===== config.mk =====
export PLATFORM = sky130hd
export DESIGN_NAME = sram_port_arbiter
export DESIGN_NICKNAME = d
export VERILOG_FILES = /design/src/rtl/sram_port_arbiter_pkg.sv /design/src/rtl/sram_port_arbiter_rr.sv /design/src/rtl/sram_port_arbiter.sv
export SDC_FILE = /design/constraint.sdc
export NUM_CORES = 1
export LEC_CHECK = 0
export ABC_CLOCK_PERIOD_IN_PS = 9150
export CORE_ASPECT_RATIO = 0.9
export CORE_MARGIN = 5
export CORE_UTILIZATION = 39
export DETAILED_ROUTE_END_ITERATION = 6
export PLACE_DENSITY = 0.89
export REMOVE_ABC_BUFFERS = 1
export SYNTH_ARGS = -nofsm -noshare
export SYNTH_HDL_FRONTEND = slang
export SYNTH_SLANG_ARGS = --single-unit

===== constraint.sdc =====
create_clock -name clk -period 9.15 [get_ports clk]
set_input_delay 2.745 -clock clk [delete_from_list [all_inputs] [get_ports clk]]
set_output_delay 2.745 -clock clk [all_outputs]
set_load 0.05 [all_outputs]

===== src/rtl/sram_port_arbiter_pkg.sv =====
// Shared constants and state encoding for the SRAM port arbiter.
package sram_arb_pkg;
    localparam int SRAM_ADDR_W = 14;
    localparam int SRAM_DATA_W = 16;
    localparam int SRAM_DEPTH  = 16384;

    typedef enum logic {
        ST_INIT,
        ST_RUN
    } state_t;
endpackage


===== src/rtl/sram_port_arbiter_rr.sv =====
// Round-robin arbiter: grants the first request at or after the pointer, cyclically.
module rr_arbiter #(
    parameter int N = 4
) (
    input  logic         clk,
    input  logic         rst,
    input  logic [N-1:0] req,
    output logic [N-1:0] gnt
);
    localparam int IW = $clog2(N);

    logic [IW-1:0] ptr;
    logic [IW-1:0] sel;
    logic          found;

    always_comb begin
        gnt   = '0;
        sel   = '0;
        found = 1'b0;
        for (int k = 0; k < N; k++) begin
            if (!found && req[(int'(ptr) + k) % N]) begin
                gnt[(int'(ptr) + k) % N] = 1'b1;
                sel                      = IW'((int'(ptr) + k) % N);
                found                    = 1'b1;
            end
        end
    end

    // Pointer moves just past the winner so it has lowest priority next time.
    always_ff @(posedge clk or posedge rst) begin
        if (rst) begin
            ptr <= '0;
        end else if (found) begin
            ptr <= (sel == IW'(N - 1)) ? '0 : sel + IW'(1);
        end
    end
endmodule


===== src/rtl/sram_port_arbiter.sv =====
// Shares one 1W1R SRAM among NUM_PORTS writers and readers; sweeps the array after reset.
module sram_port_arbiter
    import sram_arb_pkg::*;
#(
    parameter int                     NUM_PORTS = 4,
    parameter int                     SRAM_IDX  = 0,
    parameter int                     INIT_EN   = 1,
    parameter logic [SRAM_DATA_W-1:0] INIT_VAL  = 16'h0000
) (
    input  logic                               clk,
    input  logic                               rst,
    input  logic [NUM_PORTS-1:0]               wr_req,
    input  logic [NUM_PORTS*SRAM_ADDR_W-1:0]   wr_addr,
    input  logic [NUM_PORTS*SRAM_DATA_W-1:0]   wr_data,
    output logic [NUM_PORTS-1:0]               wr_gnt,
    input  logic [NUM_PORTS-1:0]               rd_req,
    input  logic [NUM_PORTS*SRAM_ADDR_W-1:0]   rd_addr,
    output logic [NUM_PORTS-1:0]               rd_gnt,
    output logic                               rd_vld,
    output logic [$clog2(NUM_PORTS)-1:0]       rd_id,
    output logic [SRAM_DATA_W-1:0]             rd_data,
    output logic                               init_done,
    output logic                               sram_wr_en,
    output logic [SRAM_ADDR_W-1:0]             sram_wr_addr,
    output logic [SRAM_DATA_W-1:0]             sram_din,
    output logic                               sram_rd_en,
    output logic [SRAM_ADDR_W-1:0]             sram_rd_addr,
    input  logic [SRAM_DATA_W-1:0]             sram_dout,
    output logic [4:0]                         sram_idx
);
    localparam int     ID_W     = $clog2(NUM_PORTS);
    localparam state_t ST_RESET = (INIT_EN != 0) ? ST_INIT : ST_RUN;

    state_t                   state, state_nxt;
    logic [SRAM_ADDR_W-1:0]   init_cnt;
    logic                     run;
    logic [NUM_PORTS-1:0]     wr_req_run, rd_req_run;
    logic [ID_W-1:0]          rd_sel;
    logic [SRAM_ADDR_W-1:0]   wr_sel_addr, rd_sel_addr;
    logic [SRAM_DATA_W-1:0]   wr_sel_data;

    // Requests only reach the arbiters in RUN and never while reset is held.
    assign run        = (state == ST_RUN) && !rst;
    assign wr_req_run = run ? wr_req : '0;
    assign rd_req_run = run ? rd_req : '0;

    rr_arbiter #(.N(NUM_PORTS)) u_wr_arb (
        .clk (clk),
        .rst (rst),
        .req (wr_req_run),
        .gnt (wr_gnt)
    );

    rr_arbiter #(.N(NUM_PORTS)) u_rd_arb (
        .clk (clk),
        .rst (rst),
        .req (rd_req_run),
        .gnt (rd_gnt)
    );

    always_comb begin
        rd_sel      = '0;
        wr_sel_addr = '0;
        wr_sel_data = '0;
        rd_sel_addr = '0;
        for (int i = 0; i < NUM_PORTS; i++) begin
            if (wr_gnt[i]) begin
                wr_sel_addr = wr_addr[i*SRAM_ADDR_W +: SRAM_ADDR_W];
                wr_sel_data = wr_data[i*SRAM_DATA_W +: SRAM_DATA_W];
            end
            if (rd_gnt[i]) begin
                rd_sel      = ID_W'(i);
                rd_sel_addr = rd_addr[i*SRAM_ADDR_W +: SRAM_ADDR_W];
            end
        end
    end

    always_ff @(posedge clk or posedge rst) begin
        if (rst) begin
            state <= ST_RESET;
        end else begin
            state <= state_nxt;
        end
    end

    always_comb begin
        state_nxt    = state;
        sram_wr_en   = 1'b0;
        sram_wr_addr = '0;
        sram_din     = '0;
        sram_rd_en   = 1'b0;
        sram_rd_addr = '0;
        if (!rst) begin
            case (state)
                ST_INIT: begin
                    sram_wr_en   = 1'b1;
                    sram_wr_addr = init_cnt;
                    sram_din     = INIT_VAL;
                    if (init_cnt == SRAM_ADDR_W'(SRAM_DEPTH - 1)) begin
                        state_nxt = ST_RUN;
                    end
                end
                ST_RUN: begin
                    sram_wr_en   = |wr_gnt;
                    sram_wr_addr = wr_sel_addr;
                    sram_din     = wr_sel_data;
                    sram_rd_en   = |rd_gnt;
                    sram_rd_addr = rd_sel_addr;
                end
                default: state_nxt = ST_RESET;
            endcase
        end
    end

    always_ff @(posedge clk or posedge rst) begin
        if (rst) begin
            init_cnt  <= '0;
            init_done <= 1'b0;
        end else begin
            if (state == ST_INIT) begin
                init_cnt <= init_cnt + SRAM_ADDR_W'(1);
            end
            init_done <= (state_nxt == ST_RUN);
        end
    end

    // Response tag tracks the SRAM's one-cycle registered read.
    always_ff @(posedge clk or posedge rst) begin
        if (rst) begin
            rd_vld <= 1'b0;
            rd_id  <= '0;
        end else begin
            rd_vld <= |rd_gnt;
            if (|rd_gnt) begin
                rd_id <= rd_sel;
            end
        end
    end

    assign rd_data  = sram_dout;
    assign sram_idx = 5'(SRAM_IDX);
endmodule


### After elaboration in Yosys (flattened, before gate mapping)

Index checks and enable logic that the tools add are counted.

| storage, ports and cells | value |
|---|---|
| word-level logic and storage cells | 170 |
| flip-flop bits (word level) | 22 |
| input bits | 202 |

| cells by class | value |
|---|---|
| reduce and logical (&&, ||, !) cells | 30 |
| bitwise gates (word level) | 13 |
| equal/unequal tests | 3 |
| magnitude comparators | 16 |
| multiplexer cells | 93 |
| add/sub/neg operators | 9 |

Operators by type and width:

| operator | number |
|---|---|
| 14-bit 2-to-1 mux | 11 |
| 16-bit 2-to-1 mux | 5 |
| 4-bit 2-to-1 mux | 10 |
| 1-bit 2-to-1 mux | 36 |
| 16-bit case mux with 2 select lines | 1 |
| 14-bit case mux with 2 select lines | 1 |
| 3-bit by 4-bit < comparator with 1-bit output (second input constant) | 6 |
| 2-bit 2-to-1 mux | 12 |
| 4-bit bitwise OR | 6 |
| 3-bit by 1-bit >= comparator with 1-bit output (second input constant) | 6 |
| 1-bit binary-select mux with 2-bit select | 8 |
| 1-bit demux with 2-bit select | 8 |
| 1-bit logical AND | 15 |
| 14-bit by 1-bit adder with 14-bit output (second input constant) | 1 |
| 14-bit equality test (second input constant) | 1 |
| 2-bit OR reduction | 6 |
| 2-bit by 1-bit adder with 2-bit output (second input constant) | 4 |
| 2-bit adder (second input constant) | 4 |
| 4-bit OR reduction | 2 |
| 1-bit logical NOT | 7 |
| 1-bit AND (first input constant) | 6 |
| 2-bit by 3-bit < comparator with 1-bit output (second input constant) | 2 |
| 2-bit equality test (second input constant) | 2 |
| 2-bit by 1-bit >= comparator with 1-bit output (second input constant) | 2 |
| 2 further kinds | 2 |

### Depth between registers and ports, before layout

| logic depth | value |
|---|---|
| depth in word-level cells | 21 |
| depth in mapped cells | 13 |

### Hierarchy

Synthesis repeated with hierarchy kept, for this count alone.

| second synthesis, totals | value |
|---|---|
| cell total of the unflattened synthesis | 501 |
| area total of the unflattened synthesis | 3866.2 sq um |

Modules (own cells, without submodules):

| module | cells each | sequential area each (sq um) | instances | area each (sq um) |
|---|---|---|---|---|
| sram_port_arbiter | 383 | 450.4 | 1 | 2766.4 |
| rr_arbiter at u_rd_arb | 61 | 50.0 | 1 | 575.6 |
| rr_arbiter at u_wr_arb | 57 | 50.0 | 1 | 524.3 |

### Worst setup path before layout

No wires, ideal clock.

| timing | value |
|---|---|
| kind | input to output |
| start | input rd_req[1] |
| end | output sram_rd_addr[10] |
| cell stages on the path | 8 |
| path slack | 0.220 ns |
| data required time | 6.405 ns |
| arrival | 6.185 ns |
| cell sequence | mux4_2 -> or2_2 -> a21oi_1 -> a32o_1 -> buf_2 -> buf_1 -> a31oi_1 -> a211oi_1 |

| on the way | value |
|---|---|
| cells in the longest elaborated chain, start to end | 19 |
| elaborated cells between the ends (all ways) | 34 |
| classes of those cells | mux (25); bitwise (3); reduce/logical (6) |

RTL lines:

| element | line | source |
|---|---|---|
| from (decl) | sram_port_arbiter.sv:16 | `input logic [NUM_PORTS-1:0] rd_req,` |
| 4-bit 2-to-1 mux * | sram_port_arbiter.sv:45 | `assign rd_req_run = run ? rd_req : '0;` |
| 1-bit binary-select mux with 2-bit select | sram_port_arbiter_rr.sv:21 | `if (!found && req[(int'(ptr) + k) % N]) begin` |
| 1-bit 2-to-1 mux (implied by the code) | sram_port_arbiter_rr.sv:21 |  |
| 1-bit 2-to-1 mux | sram_port_arbiter_rr.sv:21 |  |
| 1-bit logical NOT | sram_port_arbiter_rr.sv:21 |  |
| 1-bit logical AND | sram_port_arbiter_rr.sv:21 |  |
| 1-bit 2-to-1 mux | sram_port_arbiter_rr.sv:21 |  |
| 1-bit logical NOT | sram_port_arbiter_rr.sv:21 |  |
| 1-bit logical AND | sram_port_arbiter_rr.sv:21 |  |
| 1-bit 2-to-1 mux | sram_port_arbiter_rr.sv:21 |  |
| 1-bit logical NOT | sram_port_arbiter_rr.sv:21 |  |
| 1-bit logical AND | sram_port_arbiter_rr.sv:21 |  |
| 4-bit 2-to-1 mux * | sram_port_arbiter_rr.sv:21 |  |
| net rd_gnt[0] | sram_port_arbiter.sv:18 | `output logic [NUM_PORTS-1:0] rd_gnt,` |
| 14-bit 2-to-1 mux * (4 in a row) | sram_port_arbiter.sv:71 | `if (rd_gnt[i]) begin` |
| 14-bit 2-to-1 mux * | sram_port_arbiter.sv:94 | `case (state)` |
| 14-bit 2-to-1 mux * | sram_port_arbiter.sv:93 | `if (!rst) begin` |
| to (decl) | sram_port_arbiter.sv:27 | `output logic [SRAM_ADDR_W-1:0] sram_rd_addr,` |

Mark *: on every way through the listed nets, which the timed path passes. The rest lies on a longest branch. The select of a mux whose other input is x is not followed.

### Worst setup path after layout

| timing | value |
|---|---|
| start | input wr_req[1] |
| end | output sram_din[0] |

| on the way | value |
|---|---|
| cells in the longest elaborated chain, start to end | 19 |
| elaborated cells between the ends (all ways) | 34 |
| classes of those cells | mux (25); bitwise (3); reduce/logical (6) |

RTL lines:

| element | line | source |
|---|---|---|
| from (decl) | sram_port_arbiter.sv:12 | `input logic [NUM_PORTS-1:0] wr_req,` |
| 4-bit 2-to-1 mux * | sram_port_arbiter.sv:44 | `assign wr_req_run = run ? wr_req : '0;` |
| 1-bit binary-select mux with 2-bit select | sram_port_arbiter_rr.sv:21 |  |
| 1-bit 2-to-1 mux (implied by the code) | sram_port_arbiter_rr.sv:21 |  |
| 1-bit 2-to-1 mux | sram_port_arbiter_rr.sv:21 |  |
| 1-bit logical NOT | sram_port_arbiter_rr.sv:21 |  |
| 1-bit logical AND | sram_port_arbiter_rr.sv:21 |  |
| 1-bit 2-to-1 mux | sram_port_arbiter_rr.sv:21 |  |
| 1-bit logical NOT | sram_port_arbiter_rr.sv:21 |  |
| 1-bit logical AND | sram_port_arbiter_rr.sv:21 |  |
| 1-bit 2-to-1 mux | sram_port_arbiter_rr.sv:21 |  |
| 1-bit logical NOT | sram_port_arbiter_rr.sv:21 |  |
| 1-bit logical AND | sram_port_arbiter_rr.sv:21 |  |
| 4-bit 2-to-1 mux * | sram_port_arbiter_rr.sv:21 |  |
| 16-bit 2-to-1 mux (3 in a row) | sram_port_arbiter.sv:67 | `if (wr_gnt[i]) begin` |
| 16-bit 2-to-1 mux * | sram_port_arbiter.sv:67 |  |
| 16-bit case mux with 2 select lines * | sram_port_arbiter.sv:94 |  |
| 16-bit 2-to-1 mux * | sram_port_arbiter.sv:93 |  |
| to (decl) | sram_port_arbiter.sv:25 | `output logic [SRAM_DATA_W-1:0] sram_din,` |

Every way passes the cells marked *; elsewhere a longest branch is shown, timed or not. The select of a mux whose other input is x is not followed.

==> results <==
==> cell families (layout without fill, tap and decap cells) <==
family / Yosys count / count (layout)
buffers and inverters: 121 / 310
AO/OA/AOI/OAI: 195 / 195
multiplexers: 33 / 33
adder cells (fa/ha/maj): 15 / 15
other: 1 / 7
AND/OR/NAND/NOR: 148 / 148
XOR/XNOR: 13 / 13
flip-flops: 22 / 22
==> cell type report <==
type | instances | area (um2)
well taps | 126 | 157.7
clock buffers | 4 | 88.84
repair buffers | 257 | 2628
diodes | 2 | 5.005
fillers | 811 | 3327
flip-flops and latches | 22 | 550.5
inverters | 49 | 183.9
multi-input cells | 409 | 2844
==> registers in the layout, summed over array words and instances (netlist names), named ones only <==
register,count
init_cnt,14
rd_id,2
u_rd_arb.ptr,2
init_done,1
rd_vld,1
u_wr_arb.ptr,1
==> Yosys cell counts (19+ instances only) <==
library cell,number,share of area
o31ai_1,19,0.036
nand3_1,26,0.033
clkbuf_1,34,0.032
a31oi_1,33,0.052
buf_4,22,0.042
dfrtp_1,22,0.14
nand2_1,46,0.044
inv_1,47,0.045
o21ai_0,36,0.046
mux2i_1,22,0.056
==> worst max-delay path, delay by kind of cell <==
kind	cells	cell delay, ns
compound gates	2	0.55
buf+inv	3	1.10
mux	1	0.53
simple gates	3	1.07
==> worst max-delay path by stage <==
stage,to,slack [ns],cells past startpoint
finish,sram_din[0],0.40,9
detailed placement,sram_din[0],0.43,9
floorplan,sram_din[0],-0.04,5
global route,sram_din[10],0.17,8
global placement,sram_din[7],0.49,8
CTS,sram_din[0],0.42,9
==> report_power, final <==
part           switching (mW)  internal [mW]  total (mW)
Sequential                  0         0.0973      0.0973
Clock                  0.0328         0.0666      0.0994
Combinational          0.0360         0.0801       0.116
==> metrics by stage <==
stage	util	worst slack [ns]	instances	TNS [ns]	hold WS, ns
6_report	0.6600	0.3964	869	0	0.4820
2_1_floorplan	-	-0.03646	480	-0.3211	0.4595
3_5_place_dp	0.6504	0.4280	863	0	0.4743
4_1_cts	0.6595	0.4226	867	0	0.4923
3_3_place_gp	0.6504	0.4852	863	0	0.4689
5_1_grt	0.6600	0.1726	869	0	0.5159
==> metal layers <==
layer	vias to the layer above	part of all wire	global-route usage
met2	320	0.50	0.4782
met1	2426	0.37	0.3052
met3	30	0.11	0.06648
met4	0	0.021	0.06048
met5	-	0	0
li1	2403	-	-
==> summary.md <==
| Metric | Value |
|---|---|
| Max stage delay cell, worst path | `clkdlybuf4s50_1` |
| Yosys Warn Count | `0` |
| Syn Inst Count | `548` |
| Worst setup EP type | `output port` |
| Vias | `5179` |
| Initial Util | `0.4046` |
| Wire per inst | `20.32 um` |
| Min Clock Period, post-route | `8.754 ns` |
| RSZ-0062 raised after global routing | `false` |
| Commonest cells after routing, fill and taps aside | `clkdlybuf4s50_1, buf_4, inv_1, nand2_1, o21ai_0` |
| GRT overflow | `0` |
| Final-report max-slew violation count | `0` |
| Final setup viols | `0` |
| Worst slew margin | `0.09501` |
| Leak pwr | `2.529 nW` |
| Fin nets | `959` |
| # rows | `34` |
| Cts bufs inserted | `3` |
| Layout cells sized above 1 | `0.1269` |
| CP Launch Point | `wr_req[1]` |
| Post-synthesis xor/xnor area fraction | `0.02876` |
| Die Area | `12270 um2` |
| Tot GR Track Use | `0.2623` |
| Synth cell types | `62` |
| CP arrival | `6.01 ns` |
| Vias in the first global route | `5067` |
| Reg2Reg Depth | `8` |
| Post-Synth Adder-Cell Area | `0.04741` |
| Synth Area per Inst | `7.224 um2` |
| Tcrit/Tclk final | `0.9567` |
| Max-cap violations | `0` |
| Die X | `116.2 um` |
| CTS sink cnt | `22` |
| PwrDens | `48.43 nW/um2` |
| Mapped Area | `3959 um2` |
| Most common cell after layout, fill and taps aside | `clkdlybuf4s50_1` |
| Hpwl dp | `14.35 mm` |
| Hold path depth | `1` |
| Capturing point of the worst reg2reg path | `rd_id[0]$_DFFE_PP0P_` |
| Post-synthesis compound-gate area fraction | `0.3461` |
| Routed WL | `17.66 mm` |
| # Post-CTS Setup Buffers | `0` |
| Req. time, crit path | `6.41 ns` |
| Worst hold path type | `register to register` |
| GPL Wtd Cong | `0.8894` |
| Fin Clk Skew | `0.003118 ns` |
| Resize count post-CTS | `0` |
| Largest family of logic cells by synthesized area | `compound AO/OA/AOI/OAI gates` |
| Startpoint types | `primary input` |
| Worst slew pin tran | `1.351 ns` |
| WS Path Type | `primary input to output port` |
| EDFF count, synth | `0` |
| Clock transition at path regs | `0.06 ns` |
| CP peak stage delay | `0.60 ns` |
| Placed inst area | `6364 um2` |
| CP cell instances | `clkdlybuf4s50_1 -> nor2b_1 -> mux4_2 -> and3_1 -> or3_1 -> buf_4 -> o311a_1 -> o21ai_0 -> buf_4` |
| Worst Hold Launch | `rd_id[1]$_DFFE_PP0P_` |
| PortBufs | `243` |
| Maximum VDD drop | `61.46 uV` |
| DRT iter0 DRCs | `522` |
| Clock latency on the worst-skew pair | `0.25 ns` |
| R2R setup slack | `5.53 ns` |
| Chip height | `105.6 um` |
| Predominant post-synthesis flop cell | `dfrtp_1` |
| Io pins | `281` |
| Pwr Total | `312.7 uW` |
| DR pass1 iterations | `5` |
| Post-Synth Simple-Gate Area | `0.1874` |
| Flops & latches, synth | `22` |
| Detail Route Antenna Nets | `0` |
| Seq/Total Area, Yosys | `0.1391` |
| Largest net degree at the start of global routing | `33` |
| Post-DR vias/cell | `5.960` |
| Status | `completed` |
| Hold Buf Count CTS | `0` |
| First-pass GRT wire length | `26.29 mm` |
| CTS tree | `built` |
| Fmax | `114.2 MHz` |
| Multiplexer share of the synthesized area | `0.1040` |
| Core footprint | `9784 um2` |
| Critical path peak fanout | `32` |
| Root buf cell | `clkbuf_16` |
| H-tree depth | `1` |
| Most used cell, CP | `buf_4` |
| Ys async rst share | `1.000` |
| Max Root-Sink Buffers | `2` |
| Drc violations | `0` |
| Initial antenna violation count | `2` |
| Hold Path End | `rd_id[1]$_DFFE_PP0P_` |
| Worst reg2reg startpoint | `u_rd_arb.ptr[0]$_DFFE_PP0P_` |
| Design Area, Final | `6457 um2` |
| Final Hold Vio Count | `0` |
| Synth-to-Final Area Change | `63.12%` |
Note: power is estimated with default switching activity, not from simulation.
